**config.mk**
```make
export PLATFORM = sky130hd
export DESIGN_NAME = hue_duty_sequencer
export DESIGN_NICKNAME = d
export VERILOG_FILES = /design/src/rtl/rgb_pkg.sv /design/src/rtl/gamma_square.sv /design/src/rtl/hue_duty_sequencer.sv
export SDC_FILE = /design/constraint.sdc
export NUM_CORES = 1
export LEC_CHECK = 0
export CAP_MARGIN = 5
export CORE_ASPECT_RATIO = 1.4
export CORE_MARGIN = 2
export CORE_UTILIZATION = 55
export DETAILED_ROUTE_END_ITERATION = 7
export DONT_BUFFER_PORTS = 1
export PLACE_DENSITY_LB_ADDON = 0.15
export SYNTH_ARGS = -nofsm -noshare
export SYNTH_HDL_FRONTEND = slang
export SYNTH_SLANG_ARGS = --single-unit
```
**constraint.sdc**
```tcl
create_clock -name clk -period 7.82 [get_ports clk]
set_input_delay 0.782 -clock clk [delete_from_list [all_inputs] [get_ports clk]]
set_output_delay 0.782 -clock clk [all_outputs]
set_load 0.01 [all_outputs]
```
**src/rtl/rgb_pkg.sv**
```systemverilog
// Shared RGB output-path types: colour-wheel phase encoding and its successor function.
package rgb_pkg;

  localparam int HUE_PHASES = 6;

  typedef enum logic [2:0] {
    RISING_GREEN  = 3'd0,
    FALLING_RED   = 3'd1,
    RISING_BLUE   = 3'd2,
    FALLING_GREEN = 3'd3,
    RISING_RED    = 3'd4,
    FALLING_BLUE  = 3'd5
  } hue_state_e;

  function automatic hue_state_e next_phase(input hue_state_e cur);
    hue_state_e nxt;
    case (cur)
      RISING_GREEN:  nxt = FALLING_RED;
      FALLING_RED:   nxt = RISING_BLUE;
      RISING_BLUE:   nxt = FALLING_GREEN;
      FALLING_GREEN: nxt = RISING_RED;
      RISING_RED:    nxt = FALLING_BLUE;
      default:       nxt = RISING_GREEN;
    endcase
    return nxt;
  endfunction

endpackage

```
**src/rtl/gamma_square.sv**
```systemverilog
// One-channel square-law duty correction, 1 cycle registered; full-on passes through as PEAK.
// No backpressure: samples its input every cycle.
module gamma_square #(
  parameter int WIDTH = 16,
  parameter int PEAK  = 46875,
  parameter int INIT  = 0
) (
  input  logic             clk,
  input  logic             reset,
  input  logic [WIDTH-1:0] lin,
  output logic [WIDTH-1:0] sq
);

  localparam int SHIFT = $clog2(PEAK);

  logic [2*WIDTH-1:0] prod;

  assign prod = {{WIDTH{1'b0}}, lin} * {{WIDTH{1'b0}}, lin};

  always_ff @(posedge clk or posedge reset) begin
    if (reset)
      sq <= WIDTH'(INIT);
    else if (lin == WIDTH'(PEAK))
      sq <= WIDTH'(PEAK);
    else
      sq <= WIDTH'(prod >> SHIFT);
  end

endmodule

```
**src/rtl/hue_duty_sequencer.sv**
```systemverilog
// Colour-wheel duty sequencer stepping on accepted period_end (period_end && enable); no backpressure.
// Outputs valid 1 cycle after an event, 2 with the HUE_SEQ_GAMMA_EN square-law stage.
module hue_duty_sequencer
  import rgb_pkg::*;
#(
  parameter int WIDTH = 16,
  parameter int PEAK  = 46875,
  parameter int STEP  = 92,
  parameter int HOLD  = 1
) (
  input  logic             clk,
  input  logic             reset,
  input  logic             enable,
  input  logic             period_end,
  output logic [WIDTH-1:0] duty_r,
  output logic [WIDTH-1:0] duty_g,
  output logic [WIDTH-1:0] duty_b,
  output logic             update,
  output logic [2:0]       phase,
  output logic             hue_wrap
);

  localparam int              HCW       = (HOLD > 1) ? $clog2(HOLD) : 1;
  localparam logic [WIDTH-1:0] PEAK_W    = WIDTH'(PEAK);
  localparam logic [WIDTH:0]   STEP_X    = (WIDTH+1)'(STEP);
  localparam logic [HCW-1:0]   HOLD_LAST = HCW'(HOLD - 1);

  hue_state_e       state_q, state_d;
  logic [WIDTH-1:0] ramp_q, ramp_d;
  logic [HCW-1:0]   hold_q, hold_d;
  logic [WIDTH:0]   ramp_sum;
  logic             accept, wrap_d;
  logic [WIDTH-1:0] fall, lin_r, lin_g, lin_b;
  logic [WIDTH-1:0] lin_r_q, lin_g_q, lin_b_q;
  logic             upd_q, wrap_q;

  assign accept   = period_end && enable;
  assign ramp_sum = {1'b0, ramp_q} + STEP_X;

  always_comb begin
    state_d = state_q;
    ramp_d  = ramp_q;
    hold_d  = hold_q;
    wrap_d  = 1'b0;
    if (accept) begin
      if (hold_q != HOLD_LAST) begin
        hold_d = hold_q + 1'b1;
      end else begin
        hold_d = '0;
        if (ramp_q == PEAK_W) begin
          ramp_d  = '0;
          state_d = next_phase(state_q);
          wrap_d  = (state_q == FALLING_BLUE);
        end else if (ramp_sum >= {1'b0, PEAK_W}) begin
          ramp_d = PEAK_W;
        end else begin
          ramp_d = ramp_sum[WIDTH-1:0];
        end
      end
    end
  end

  // Duty words are built from the post-step state so they land with the update strobe.
  always_comb begin
    fall  = PEAK_W - ramp_d;
    lin_r = '0;
    lin_g = '0;
    lin_b = '0;
    case (state_d)
      RISING_GREEN:  begin lin_r = PEAK_W; lin_g = ramp_d; end
      FALLING_RED:   begin lin_r = fall;   lin_g = PEAK_W; end
      RISING_BLUE:   begin lin_g = PEAK_W; lin_b = ramp_d; end
      FALLING_GREEN: begin lin_g = fall;   lin_b = PEAK_W; end
      RISING_RED:    begin lin_r = ramp_d; lin_b = PEAK_W; end
      default:       begin lin_r = PEAK_W; lin_b = fall;   end
    endcase
  end

  always_ff @(posedge clk or posedge reset) begin
    if (reset) begin
      state_q <= RISING_GREEN;
      ramp_q  <= '0;
      hold_q  <= '0;
      lin_r_q <= PEAK_W;
      lin_g_q <= '0;
      lin_b_q <= '0;
      upd_q   <= 1'b0;
      wrap_q  <= 1'b0;
    end else begin
      state_q <= state_d;
      ramp_q  <= ramp_d;
      hold_q  <= hold_d;
      upd_q   <= accept;
      wrap_q  <= wrap_d;
      if (accept) begin
        lin_r_q <= lin_r;
        lin_g_q <= lin_g;
        lin_b_q <= lin_b;
      end
    end
  end

  assign phase = state_q;

`ifdef HUE_SEQ_GAMMA_EN
  logic upd_g_q, wrap_g_q;

  gamma_square #(.WIDTH(WIDTH), .PEAK(PEAK), .INIT(PEAK)) u_gamma_r (
    .clk(clk), .reset(reset), .lin(lin_r_q), .sq(duty_r));
  gamma_square #(.WIDTH(WIDTH), .PEAK(PEAK), .INIT(0)) u_gamma_g (
    .clk(clk), .reset(reset), .lin(lin_g_q), .sq(duty_g));
  gamma_square #(.WIDTH(WIDTH), .PEAK(PEAK), .INIT(0)) u_gamma_b (
    .clk(clk), .reset(reset), .lin(lin_b_q), .sq(duty_b));

  always_ff @(posedge clk or posedge reset) begin
    if (reset) begin
      upd_g_q  <= 1'b0;
      wrap_g_q <= 1'b0;
    end else begin
      upd_g_q  <= upd_q;
      wrap_g_q <= wrap_q;
    end
  end

  assign update   = upd_g_q;
  assign hue_wrap = wrap_g_q;
`else
  assign duty_r   = lin_r_q;
  assign duty_g   = lin_g_q;
  assign duty_b   = lin_b_q;
  assign update   = upd_q;
  assign hue_wrap = wrap_q;
`endif

endmodule

```
-- After elaboration in Yosys (flattened, before gate mapping)
Cells that the tools add are included.
- word-level logic and storage cells: 44
- input bits: 4
- output and inout port bits: 53
- bits in registers: 70
- reduce and logical (&&, ||, !) cells: 7
- $lt $le $gt $ge: 1
- multiplexer cells: 15
- $add $sub $neg: 3
- equality and inequality tests: 10
- operator list (kind ; count):
    $pmux 16 s3 ; 3
    $mux 16 ; 4
    $add 16x7->17 const B ; 1
    $ge 17x16->1 const B ; 1
    $eq 16x16->1 const B ; 1
    $sub 16x16->16 const A ; 1
    $pmux 3 s5 ; 1
    $eq 3x2->1 const B ; 4
    $eq 3x3->1 const B ; 3
    $mux 3 ; 3
    $reduce_or 2->1 ; 4
    $eq 3x1->1 const B ; 2
    $logic_not 3->1 ; 2
    $mux 1 ; 4
    $add 1x1->1 const B ; 1
    $logic_and 1x1->1 ; 1

-- Logic depth before layout (Yosys ltp)
Gate-level depths: netlist (run 1).
- depth in word-level cells: 8
- gate-level depth with buffers: 18
- depth with buffers taken out: 16

-- Worst setup path before layout (run 1)
Ideal clock, no wire load.
- path type: register to register
- from: register ramp_q[2]
- to: register lin_r_q[14], in the netlist duty_r[14]
- stages on the path, launching flop included: 18
- arrival time: 3.854 ns
- data required time: 7.688 ns
- path slack: 3.834 ns
- buffers on the path: 1
- period minus slack after synthesis: 3.986 ns
- library setup time: 0.132 ns
- cells stage by stage: dfrtp_1 -> buf_6 -> inv_1 -> ha_1 -> nand2b_2 -> a2111oi_2 -> o21ai_0 -> a211o_1 -> a31o_1 -> a22oi_4 -> inv_1 -> ha_1 -> a311o_1 -> nor4_2 -> o2bb2ai_2 -> nor2_2 -> a32oi_1 -> o41ai_2
- cells in the longest elaborated chain, start to end: 8
- elaborated cells on any way between the ends: 17
- those cells by class: add/sub: 2; order compare: 1; eq/ne: 5; mux: 8; reduce/logical: 1
- RTL lines (what ; line ; text):
    start, declared ; hue_duty_sequencer.sv:29 ; logic [WIDTH-1:0] ramp_q, ramp_d;
    start signal, assigned ; hue_duty_sequencer.sv:91 ; ramp_q <= ramp_d;
    $add 16x7->17 ; hue_duty_sequencer.sv:38 ; assign ramp_sum = {1'b0, ramp_q} + STEP_X;
    $ge 17x16->1 ; hue_duty_sequencer.sv:54 ; end else if (ramp_sum >= {1'b0, PEAK_W}) begin
    $mux 16 ; hue_duty_sequencer.sv:54 ;
    $mux 16 * ; hue_duty_sequencer.sv:50 ; if (ramp_q == PEAK_W) begin
    $mux 16 * ; hue_duty_sequencer.sv:46 ; if (hold_q != HOLD_LAST) begin
    $mux 16 * ; hue_duty_sequencer.sv:45 ; if (accept) begin
    net ramp_d[3] ; hue_duty_sequencer.sv:29 ;
    $sub 16x16->16 * ; hue_duty_sequencer.sv:65 ; fall = PEAK_W - ramp_d;
    $pmux 16 s3 * ; hue_duty_sequencer.sv:69 ; case (state_d)
    end signal, assigned ; hue_duty_sequencer.sv:96 ; lin_r_q <= lin_r;
    end, declared ; hue_duty_sequencer.sv:34 ; logic [WIDTH-1:0] lin_r_q, lin_g_q, lin_b_q;
The timed path passes the listed nets; every way through them passes the cells marked *.
A chain may end at the register's enable or synchronous reset.

-- Worst setup path in the final report (run 1)
- from: register ramp_q[2]
- to: register lin_r_q[3], in the netlist duty_r[3]
- elaborated cells on any way between the ends: 17
- those cells by class: add/sub: 2; order compare: 1; eq/ne: 5; mux: 8; reduce/logical: 1
- RTL lines (what ; line ; text):
    $eq 16x16->1 * ; hue_duty_sequencer.sv:50 ;
    $mux 3 * ; hue_duty_sequencer.sv:50 ;
    $mux 3 * ; hue_duty_sequencer.sv:46 ;
    $mux 3 * ; hue_duty_sequencer.sv:45 ;
    net state_d[0] ; hue_duty_sequencer.sv:28 ; hue_state_e state_q, state_d;
    $eq 3x2->1 ; hue_duty_sequencer.sv:69 ;
    $reduce_or 2->1 (no source line) ; - ;
    $pmux 16 s3 * ; hue_duty_sequencer.sv:69 ;
Marks and branches as above.

==> impl_metrics.yaml, run 1 <==
placement:
  dp_cells: 566
  dp_hpwl_um: 10200
  globalplace.congestion: 0.935
  numPortBuffers: 0
  place_ws_ps: 3120
final_layout:
  final_cell_mix: "59 x dfrtp_1, 51 x nor2_1, 48 x nand2_1"
  final_core_util_pct: 59.6
  drive_gt1_share_pct: 14.8
  syn_to_final_growth_pct: 6.89
  fillCellCount: 702
  num_antenna_cells: 0
  finalNonFillerCells: 582
  final_common_cell: "dfrtp_1"
  nets: 483
worst_setup_path:
  crit_path_frequent_cell: "inv_1"
  r2r-end: "duty_r[3]$_DFFE_PP1P_"
  r2r-start: "ramp_q[2]$_DFF_PP0_"
  reg2regPathDepth: 12
  max_stage_delay_ps: 700
  crit_buf_inv: 2
  rrSetupSlack_ps: 3060
  cp_slowest_cell: "nor2_1"
  crit_family: "simple AND/OR/NAND/NOR gates"
  path_class: "reg -> reg"
  startpoint_type: "flip-flop"
  worstPathRequired_ps: 8090
  worstPathMaxFanout: 12
  crit_chain: "inv_1 -> ha_1 -> nand4_1 -> nor4_4 -> and2_1 -> mux2i_1 -> inv_1 -> nor2_1 -> nand2_1 -> a21oi_1 -> o221ai_1 -> o21a_1"
  end_kind: "flip-flop"
  crit_arrival_ps: 5020
power_and_ir_drop:
  power_uw: 1320
  p_leak_uw: 0.00196
  ir_drop_mv: 0.159
  power_density_mw_per_mm2: 276
min_path:
  min_from: "duty_r[9]$_DFFE_PP1P_"
  hold_end: "duty_r[9]$_DFFE_PP1P_"
  holdCritPathClass: "reg -> reg"
  hold_depth: 2
sta:
  finClkSkew_ps: 4.71
  grt_setup_unrepaired: "no"
  timing.final.ws_setup_ps: 3060
  hold_viol: 0
  finalCritPeriodShare_pct: 60.8
  slew_headroom_pct: 42.5
  min_period_ps: 4760
  fmax_mhz: 210
  drv_slew: 0
  setup_violations: 0
  tns_ps: 0
  worst_pin_slew_ps: 860
yosys:
  syn_nets: 503
  netlist_area_mm2: 0.00449
  yosysSeqAreaShare_pct: 38.8
  synth.avg_cell_area_um2: 9.07
  ys_seq_elements: 69
  synth_edf_count: 0
  syn_inst: 495
  ys_warn_count: 0
  ys.flop_type: "dfrtp_1"
  ys_types: 90
  async_flop_share_pct: 100
cts:
  clock-sinks: 69
  cts_root_buf: "clkbuf_16"
  cts_tree: "built"
  cts_hold_buf: 0
  clockBufferDepth: 2
  ctsResizeCount: 0
  postCtsSetupBuffers: 0
  cts_buffers: 9
  htree_levels: 3
  path_clk_slew_ps: 50
  insertion_delay_ps: 340
global_routing:
  track_usage_pct: 33.6
  gr-total-overflow: 0
  grt_max_degree: 70
  grt_use_met2_pct: 53.5
  grt.busiest_layer: "met2"
  globalRouteMet1Util_pct: 42.0
  antenna_found_initial: 0
  grt_pass1_vias: 4012
  grt_pass1_wl_um: 22700
  use_met3_pct: 6.51
die:
  die_y_um: 111
  fp.dieW_um: 80.3
  rows: 39
  ioPinCount: 57
  dieArea_mm2: 0.00891
  start_util_pct: 55.7
  design.core.area_mm2: 0.00805
routing:
  firstDrtPassIters: 5
  vias: 4037
  drc: 0
  ant_nets: 0
  viasPerCell: 6.94
  routed_wl_um: 14200
  drt_iter0_drc: 341
  wire_per_inst_um: 24.3
status:
  status: "completed"
run:
  maxCapViolations: 0
-- cells in the mapped netlist (4+ instances only) --
cell type | count | area share (%)
and2_1 | 4 | 0.56
clkbuf_1 | 13 | 1.1
xor2_1 | 4 | 0.78
o31ai_1 | 5 | 0.84
a22oi_1 | 7 | 1.2
o21ai_1 | 4 | 0.45
o22ai_1 | 7 | 0.98
nor2_1 | 51 | 4.3
nor3_1 | 6 | 0.67
nand2b_1 | 5 | 0.70
nand3_1 | 11 | 1.2
o221ai_1 | 8 | 1.6
o21a_1 | 7 | 1.2
a21oi_1 | 32 | 3.6
dfstp_2 | 10 | 5.9
o21ai_0 | 28 | 3.1
nand3b_1 | 6 | 1.0
inv_1 | 19 | 1.6
ha_1 | 4 | 1.1
a221oi_1 | 10 | 2.0
xnor2_1 | 11 | 2.1
a21o_1 | 10 | 1.7
a31oi_1 | 11 | 1.5
buf_2 | 14 | 1.6
nand2_1 | 49 | 4.1
buf_4 | 4 | 0.67
dfrtp_1 | 59 | 33
nand4_1 | 7 | 0.98
-- worst max path at each step --
stage | to | startpoint | slack, ps | cells after the start
after floorplan | duty_r[14]$_DFFE_PP0P_ | ramp_q[2]$_DFF_PP0_ | 3830 | 17
after global placement | duty_r[3]$_DFFE_PP1P_ | ramp_q[2]$_DFF_PP0_ | 3270 | 12
after detailed placement | duty_r[3]$_DFFE_PP1P_ | period_end | 3120 | 13
after CTS | duty_r[3]$_DFFE_PP1P_ | ramp_q[2]$_DFF_PP0_ | 3200 | 12
after global routing | duty_r[3]$_DFFE_PP1P_ | ramp_q[2]$_DFF_PP0_ | 2820 | 12
final | duty_r[3]$_DFFE_PP1P_ | ramp_q[2]$_DFF_PP0_ | 3060 | 12
-- layer usage --
| layer | share of wire, % | vias up |
|---|---|---|
| met5 | 0 | - |
| met4 | 5.6 | 0 |
| met3 | 7.1 | 59 |
| met2 | 49 | 204 |
| met1 | 38 | 1972 |
| li1 | - | 1802 |
-- state kept, by name, summed over array words and instances, names as in the netlist --
signal    cells
duty_r       16
phase         3
update        1
duty_g       16
ramp_q       16
hue_wrap      1
duty_b       16
-- final cells by class --
class | count | area [µm²] | share of cell area (%)
well taps | 102 | 128 | 2.66
multi-input cells | 368 | 2490 | 51.8
flip-flops and latches | 69 | 1740 | 36.3
clock inverters | 3 | 67.6 | 1.41
clock buffers | 13 | 260 | 5.43
inverters | 23 | 86.3 | 1.80
repair buffers | 4 | 30.0 | 0.626
-- worst reg2reg max path: cells and delay by family, from the launching register on --
kind / cells / cell delay [ps]
AO/OA/AOI/OAI: 3 / 970
adder cells (fa/ha/maj): 1 / 190
buffers and inverters: 2 / 400
flip-flops: 1 / 510
multiplexers: 1 / 490
AND/OR/NAND/NOR: 5 / 2120
-- kinds of logic after synthesis --
group,share of synthesized area [%]
AO/OA/AOI/OAI,30.6
AND/OR/NAND/NOR,19.5
flip-flops,38.8
buffers and inverters,5.91
XOR/XNOR,2.93
multiplexers,1.17
adder cells (fa/ha/maj),1.12
-- per-stage QoR --
| stage | area [µm²] | hold slack [ps] |
|---|---|---|
| 3_3_place_gp | 4470 | 517 |
| 6_report | 4800 | 527 |
| 3_5_place_dp | 4470 | 520 |
| 5_1_grt | 4800 | 545 |
| 4_1_cts | 4800 | 528 |
| 2_1_floorplan | 4490 | 504 |
-- where the power goes --
group,switching (µW),internal (µW),total (µW)
Clock,146,297,443
Combinational,266,125,391
Sequential,90.9,399,490
(Power assumes the default switching activity.)
==> inputs of run 2 (changes only) <==
==> constraint.sdc (replaced) <==
create_clock -name clk -period 4.76 [get_ports clk]
set_input_delay 0.476 -clock clk [delete_from_list [all_inputs] [get_ports clk]]
set_output_delay 0.476 -clock clk [all_outputs]
set_load 0.01 [all_outputs]
==> run 2 against run 1 <==
  * Core utilization increased by 0.40 points
  * Sequential power rose by 63%
  * Final cell count grew 1.7%
  * Flip-flop and latch count unchanged
  * Worst setup slack lost 2800 ps
  * Wire length is essentially flat
  * Critical endpoint is now duty_r[14]$_DFFE_PP0P_
  * Largest cell class unchanged
  * Largest power group unchanged
==> impl_metrics.yaml, run 2 (synthesized netlist as in run 1, its figures left out) <==
status:
  status: "completed"
cts:
  cts_hold_buf: 0
  clockBufferDepth: 2
  cts_tree: "built"
  htree_levels: 3
  postCtsSetupBuffers: 0
  insertion_delay_ps: 330
  cts_buffers: 9
  path_clk_slew_ps: 50
  clock-sinks: 69
  cts_root_buf: "clkbuf_16"
  ctsResizeCount: 0
global_routing:
  antenna_found_initial: 0
  grt_use_met2_pct: 52.8
  grt_pass1_vias: 3986
  track_usage_pct: 33.8
  globalRouteMet1Util_pct: 42.7
  grt.busiest_layer: "met2"
  gr-total-overflow: 0
  grt_pass1_wl_um: 22500
  use_met3_pct: 7.74
  grt_max_degree: 70
routing:
  viasPerCell: 6.83
  routed_wl_um: 14200
  wire_per_inst_um: 23.9
  drc: 0
  vias: 4044
  ant_nets: 0
  drt_iter0_drc: 285
  firstDrtPassIters: 5
final_layout:
  nets: 493
  fillCellCount: 702
  syn_to_final_growth_pct: 7.61
  drive_gt1_share_pct: 16.3
  final_core_util_pct: 60.0
  register_area_mm2: 0.00174
  multi_input_area_mm2: 0.00249
  final_cell_mix: "59 x dfrtp_1, 51 x nor2_1, 48 x nand2_1"
  num_antenna_cells: 0
  final_common_cell: "dfrtp_1"
  finalNonFillerCells: 592
min_path:
  holdCritPathClass: "in -> async"
worst_setup_path:
  path_class: "reg -> reg"
  rrSetupSlack_ps: 270
  reg2regPathDepth: 16
  startpoint_type: "flip-flop"
  worstPathMaxFanout: 11
  r2r-end: "duty_r[14]$_DFFE_PP0P_"
  end_kind: "flip-flop"
  r2r-start: "ramp_q[2]$_DFF_PP0_"
  crit_arrival_ps: 4700
  worstPathRequired_ps: 4970
die:
  rows: 39
  design.core.area_mm2: 0.00805
  ioPinCount: 57
  dieArea_mm2: 0.00891
  start_util_pct: 55.7
  fp.dieW_um: 80.3
  die_y_um: 111
sta:
  fmax_mhz: 223
  drv_slew: 0
  min_period_ps: 4490
  setup_violations: 0
  grt_setup_unrepaired: "no"
  worst_pin_slew_ps: 956
  finalCritPeriodShare_pct: 94.4
  tns_ps: 0
  slew_headroom_pct: 36.0
  hold_viol: 0
  finClkSkew_ps: 6.28
run:
  maxCapViolations: 0
placement:
  numPortBuffers: 0
  dp_hpwl_um: 10300
  globalplace.congestion: 0.983
  dp_cells: 576
power_and_ir_drop:
  p_sw_uw: 794
  ir_drop_mv: 0.302
  power_density_mw_per_mm2: 426
  internal_power_uw: 1270
  power_frac_comb_pct: 30.7
  seq_power_share_pct: 38.9
  power_switching_share_pct: 38.5
  p_leak_uw: 0.00199
  clkPwrFrac_pct: 30.4
run 2: cell count changes in the layout (fill, tap and decap cells not counted), sizes merged:
cell | before | now
buf | 4 | 14
bufinv | 2 | 0
clkbuf | 13 | 15
run 2: metal layers:
metal | routed length [µm] | vias up
li1 | - | 1820
met1 | 5420 | 1974
met2 | 7050 | 210
met3 | 984 | 40
met4 | 724 | 0
met5 | 0 | -
run 2: per-stage QoR:
step	instance area [µm²]	hold WS, ps	worst slack, ps	power, µW
after floorplan	4490	504	774	1270
after global placement	4540	520	480	1430
after detailed placement	4540	526	329	1420
after CTS	4830	313	299	2060
after global routing	4830	363	23.0	2160
final	4830	254	267	2060
run 2: cell type report:
| class | count | area share, % |
|---|---|---|
| clock inverters | 1 | 0.155 |
| repair buffers | 14 | 2.18 |
| flip-flops and latches | 69 | 36.0 |
| clock buffers | 15 | 5.75 |
| well taps | 102 | 2.64 |
| inverters | 23 | 1.79 |
| multi-input cells | 368 | 51.5 |
run 2: worst max-delay path: stages (launching register included):
cell and delay (ps):
dfrtp_1 490, inv_1 210, ha_1 290, nand2b_2 150, or4b_1 540, a311o_1 450
nand2_2 160, a31oi_4 100, a31oi_4 330, inv_1 140, ha_1 290, a311o_1 300
nor4_2 190, o2bb2ai_2 230, nor2_2 120, a32oi_1 260, o41ai_2 100
run 2: power groups by stage:
stage / Combinational, µW / Clock, µW / Sequential (µW)
after floorplan: 537 / 0 / 728
after global placement: 621 / 0 / 805
after detailed placement: 616 / 0 / 805
after CTS: 622 / 637 / 797
after global routing: 678 / 666 / 814
final: 633 / 626 / 801
run 2: worst max path at each step:
stage | startpoint | endpoint | slack (ps) | cells after the start
after floorplan | ramp_q[2]$_DFF_PP0_ | duty_r[14]$_DFFE_PP0P_ | 770 | 17
after global placement | ramp_q[2]$_DFF_PP0_ | duty_r[14]$_DFFE_PP0P_ | 480 | 16
after detailed placement | ramp_q[2]$_DFF_PP0_ | duty_r[14]$_DFFE_PP0P_ | 330 | 16
after CTS | ramp_q[2]$_DFF_PP0_ | duty_r[14]$_DFFE_PP0P_ | 300 | 16
after global routing | ramp_q[2]$_DFF_PP0_ | duty_r[14]$_DFFE_PP0P_ | 20 | 16
final | ramp_q[2]$_DFF_PP0_ | duty_r[14]$_DFFE_PP0P_ | 270 | 16
==> inputs of run 3 (changes only) <==
--- a/config.mk
+++ b/config.mk
@@ -6,12 +6,15 @@
 export NUM_CORES = 1
 export LEC_CHECK = 0
 export CAP_MARGIN = 5
+export CELL_PAD_IN_SITES_DETAIL_PLACEMENT = 1
+export CELL_PAD_IN_SITES_GLOBAL_PLACEMENT = 2
 export CORE_ASPECT_RATIO = 1.4
-export CORE_MARGIN = 2
-export CORE_UTILIZATION = 55
+export CORE_MARGIN = 10
+export CORE_UTILIZATION = 40
 export DETAILED_ROUTE_END_ITERATION = 7
 export DONT_BUFFER_PORTS = 1
 export PLACE_DENSITY_LB_ADDON = 0.15
+export RECOVER_POWER = 100
 export SYNTH_ARGS = -nofsm -noshare
 export SYNTH_HDL_FRONTEND = slang
 export SYNTH_SLANG_ARGS = --single-unit
==> run 3 against run 2 <==
  * Critical endpoint unchanged
  * Critical path depth unchanged
  * Power up 1.9%
  * Via count shrank 0.25%
  * The flow now finishes with violations (max-capacitance violations, max-slew violations)
  * Non-clock buffer count increased by 7
  * Wire length is 17% higher
==> impl_metrics.yaml, run 3 (synthesized netlist as in run 1, its figures left out) <==
sta:
  tns_ps: 0
  slew_headroom_pct: -78.1
  finalCritPeriodShare_pct: 94.6
  hold_viol: 0
  min_period_ps: 4500
  finClkSkew_ps: 6.67
  fmax_mhz: 222
  drv_slew: 51
  worst_pin_slew_ps: 2670
  grt_setup_unrepaired: "no"
  setup_violations: 0
run:
  maxCapViolations: 1
worst_setup_path:
  cp_slowest_cell: "or4b_1"
  worstPathRequired_ps: 4970
  worstPathMaxFanout: 11
  crit_family: "compound AO/OA/AOI/OAI gates"
  startpoint_type: "flip-flop"
  r2r-end: "duty_r[14]$_DFFE_PP0P_"
  reg2regPathDepth: 16
  crit_buf_inv: 2
  rrSetupSlack_ps: 260
  crit_arrival_ps: 4710
  end_kind: "flip-flop"
  max_stage_delay_ps: 550
  path_class: "reg -> reg"
  crit_chain: "inv_1 -> ha_1 -> nand2b_2 -> or4b_1 -> a311o_1 -> nand2_2 -> a31oi_4 -> a31oi_4 -> inv_1 -> ha_1 -> a311o_1 -> nor4_2 -> o2bb2ai_2 -> nor2_1 -> a32oi_1 -> o41ai_2"
  r2r-start: "ramp_q[2]$_DFF_PP0_"
die:
  start_util_pct: 41.1
  fp.dieW_um: 110
  rows: 45
  design.core.area_mm2: 0.0109
  dieArea_mm2: 0.0159
  die_y_um: 145
  ioPinCount: 57
final_layout:
  fillCellCount: 1295
  nets: 500
  final_cell_mix: "59 x dfrtp_1, 52 x nor2_1, 48 x nand2_1"
  multi_input_area_mm2: 0.00243
  syn_to_final_growth_pct: 8.00
  final_common_cell: "dfrtp_1"
  finalNonFillerCells: 638
  register_area_mm2: 0.00174
  num_antenna_cells: 0
  drive_gt1_share_pct: 12.1
cts:
  ctsResizeCount: 0
  postCtsSetupBuffers: 0
  insertion_delay_ps: 330
  path_clk_slew_ps: 60
  cts_tree: "built"
  clock-sinks: 69
  htree_levels: 3
  cts_root_buf: "clkbuf_16"
  cts_hold_buf: 0
  clockBufferDepth: 2
  cts_buffers: 9
placement:
  dp_cells: 622
  dp_hpwl_um: 12600
  numPortBuffers: 0
  globalplace.congestion: 0.907
routing:
  drc: 0
  drt_iter0_drc: 241
  routed_wl_um: 16500
  ant_nets: 0
  dr.max_layer_used: "met4"
  wl_met1_um: 6270
  met2WireLength_um: 8350
  wire_per_inst_um: 25.9
  viasPerCell: 6.32
  vias: 4034
  firstDrtPassIters: 6
  met3_wirelength_um: 954
global_routing:
  track_usage_pct: 21.3
  grt_pass1_vias: 4283
  grt_max_degree: 59
  grt_pass1_wl_um: 25900
  gr-total-overflow: 0
  antenna_found_initial: 0
power_and_ir_drop:
  ir_drop_mv: 0.242
  power_density_mw_per_mm2: 433
  p_leak_uw: 0.00197
status:
  violations: "max-capacitance violations, max-slew violations"
  status: "complete, but fails checks"
min_path:
  holdCritPathClass: "in -> async"
[run 3: worst max-delay path by stage]
stage,end,from,depth (start not counted)
2_1_floorplan,duty_r[14]$_DFFE_PP0P_,ramp_q[2]$_DFF_PP0_,17
3_3_place_gp,duty_b[6]$_DFFE_PP0P_,ramp_q[2]$_DFF_PP0_,15
3_5_place_dp,duty_b[6]$_DFFE_PP0P_,ramp_q[2]$_DFF_PP0_,15
4_1_cts,duty_b[6]$_DFFE_PP0P_,ramp_q[2]$_DFF_PP0_,15
5_1_grt,duty_b[6]$_DFFE_PP0P_,ramp_q[2]$_DFF_PP0_,15
6_report,duty_r[14]$_DFFE_PP0P_,ramp_q[2]$_DFF_PP0_,16
[run 3: metal layers]
layer	global-route usage, %	vias to the layer above
li1	-	1826
met1	24.0	2046
met2	34.7	117
met3	5.05	45
met4	13.5	0
met5	0	-
[run 3: cell type report]
type                    count  area share (%)
flip-flops and latches     69            35.9
clock inverters             4           0.465
multi-input cells         368            50.2
well taps                 141            3.64
clock buffers              12            5.29
repair buffers             21            2.71
inverters                  23            1.78
[run 3: metrics by stage]
step | hold WS [ps] | utilization, % | worst slack, ps | power, µW | area, µm²
final | 156 | 44.4 | 259 | 2100 | 4850
after floorplan | 504 | - | 774 | 1270 | 4490
after global placement | 368 | 42.5 | 374 | 1500 | 4650
after detailed placement | 384 | 42.5 | 253 | 1510 | 4650
after CTS | 20.9 | 45.1 | 246 | 2130 | 4920
after global routing | 222 | 44.4 | 15.9 | 2200 | 4850
[run 3: power breakdown]
part	internal (µW)	switching (µW)	total, µW	leakage [µW]
Clock	378	244	622	0.000138
Sequential	655	124	779	0.000862
Combinational	219	479	697	0.000974
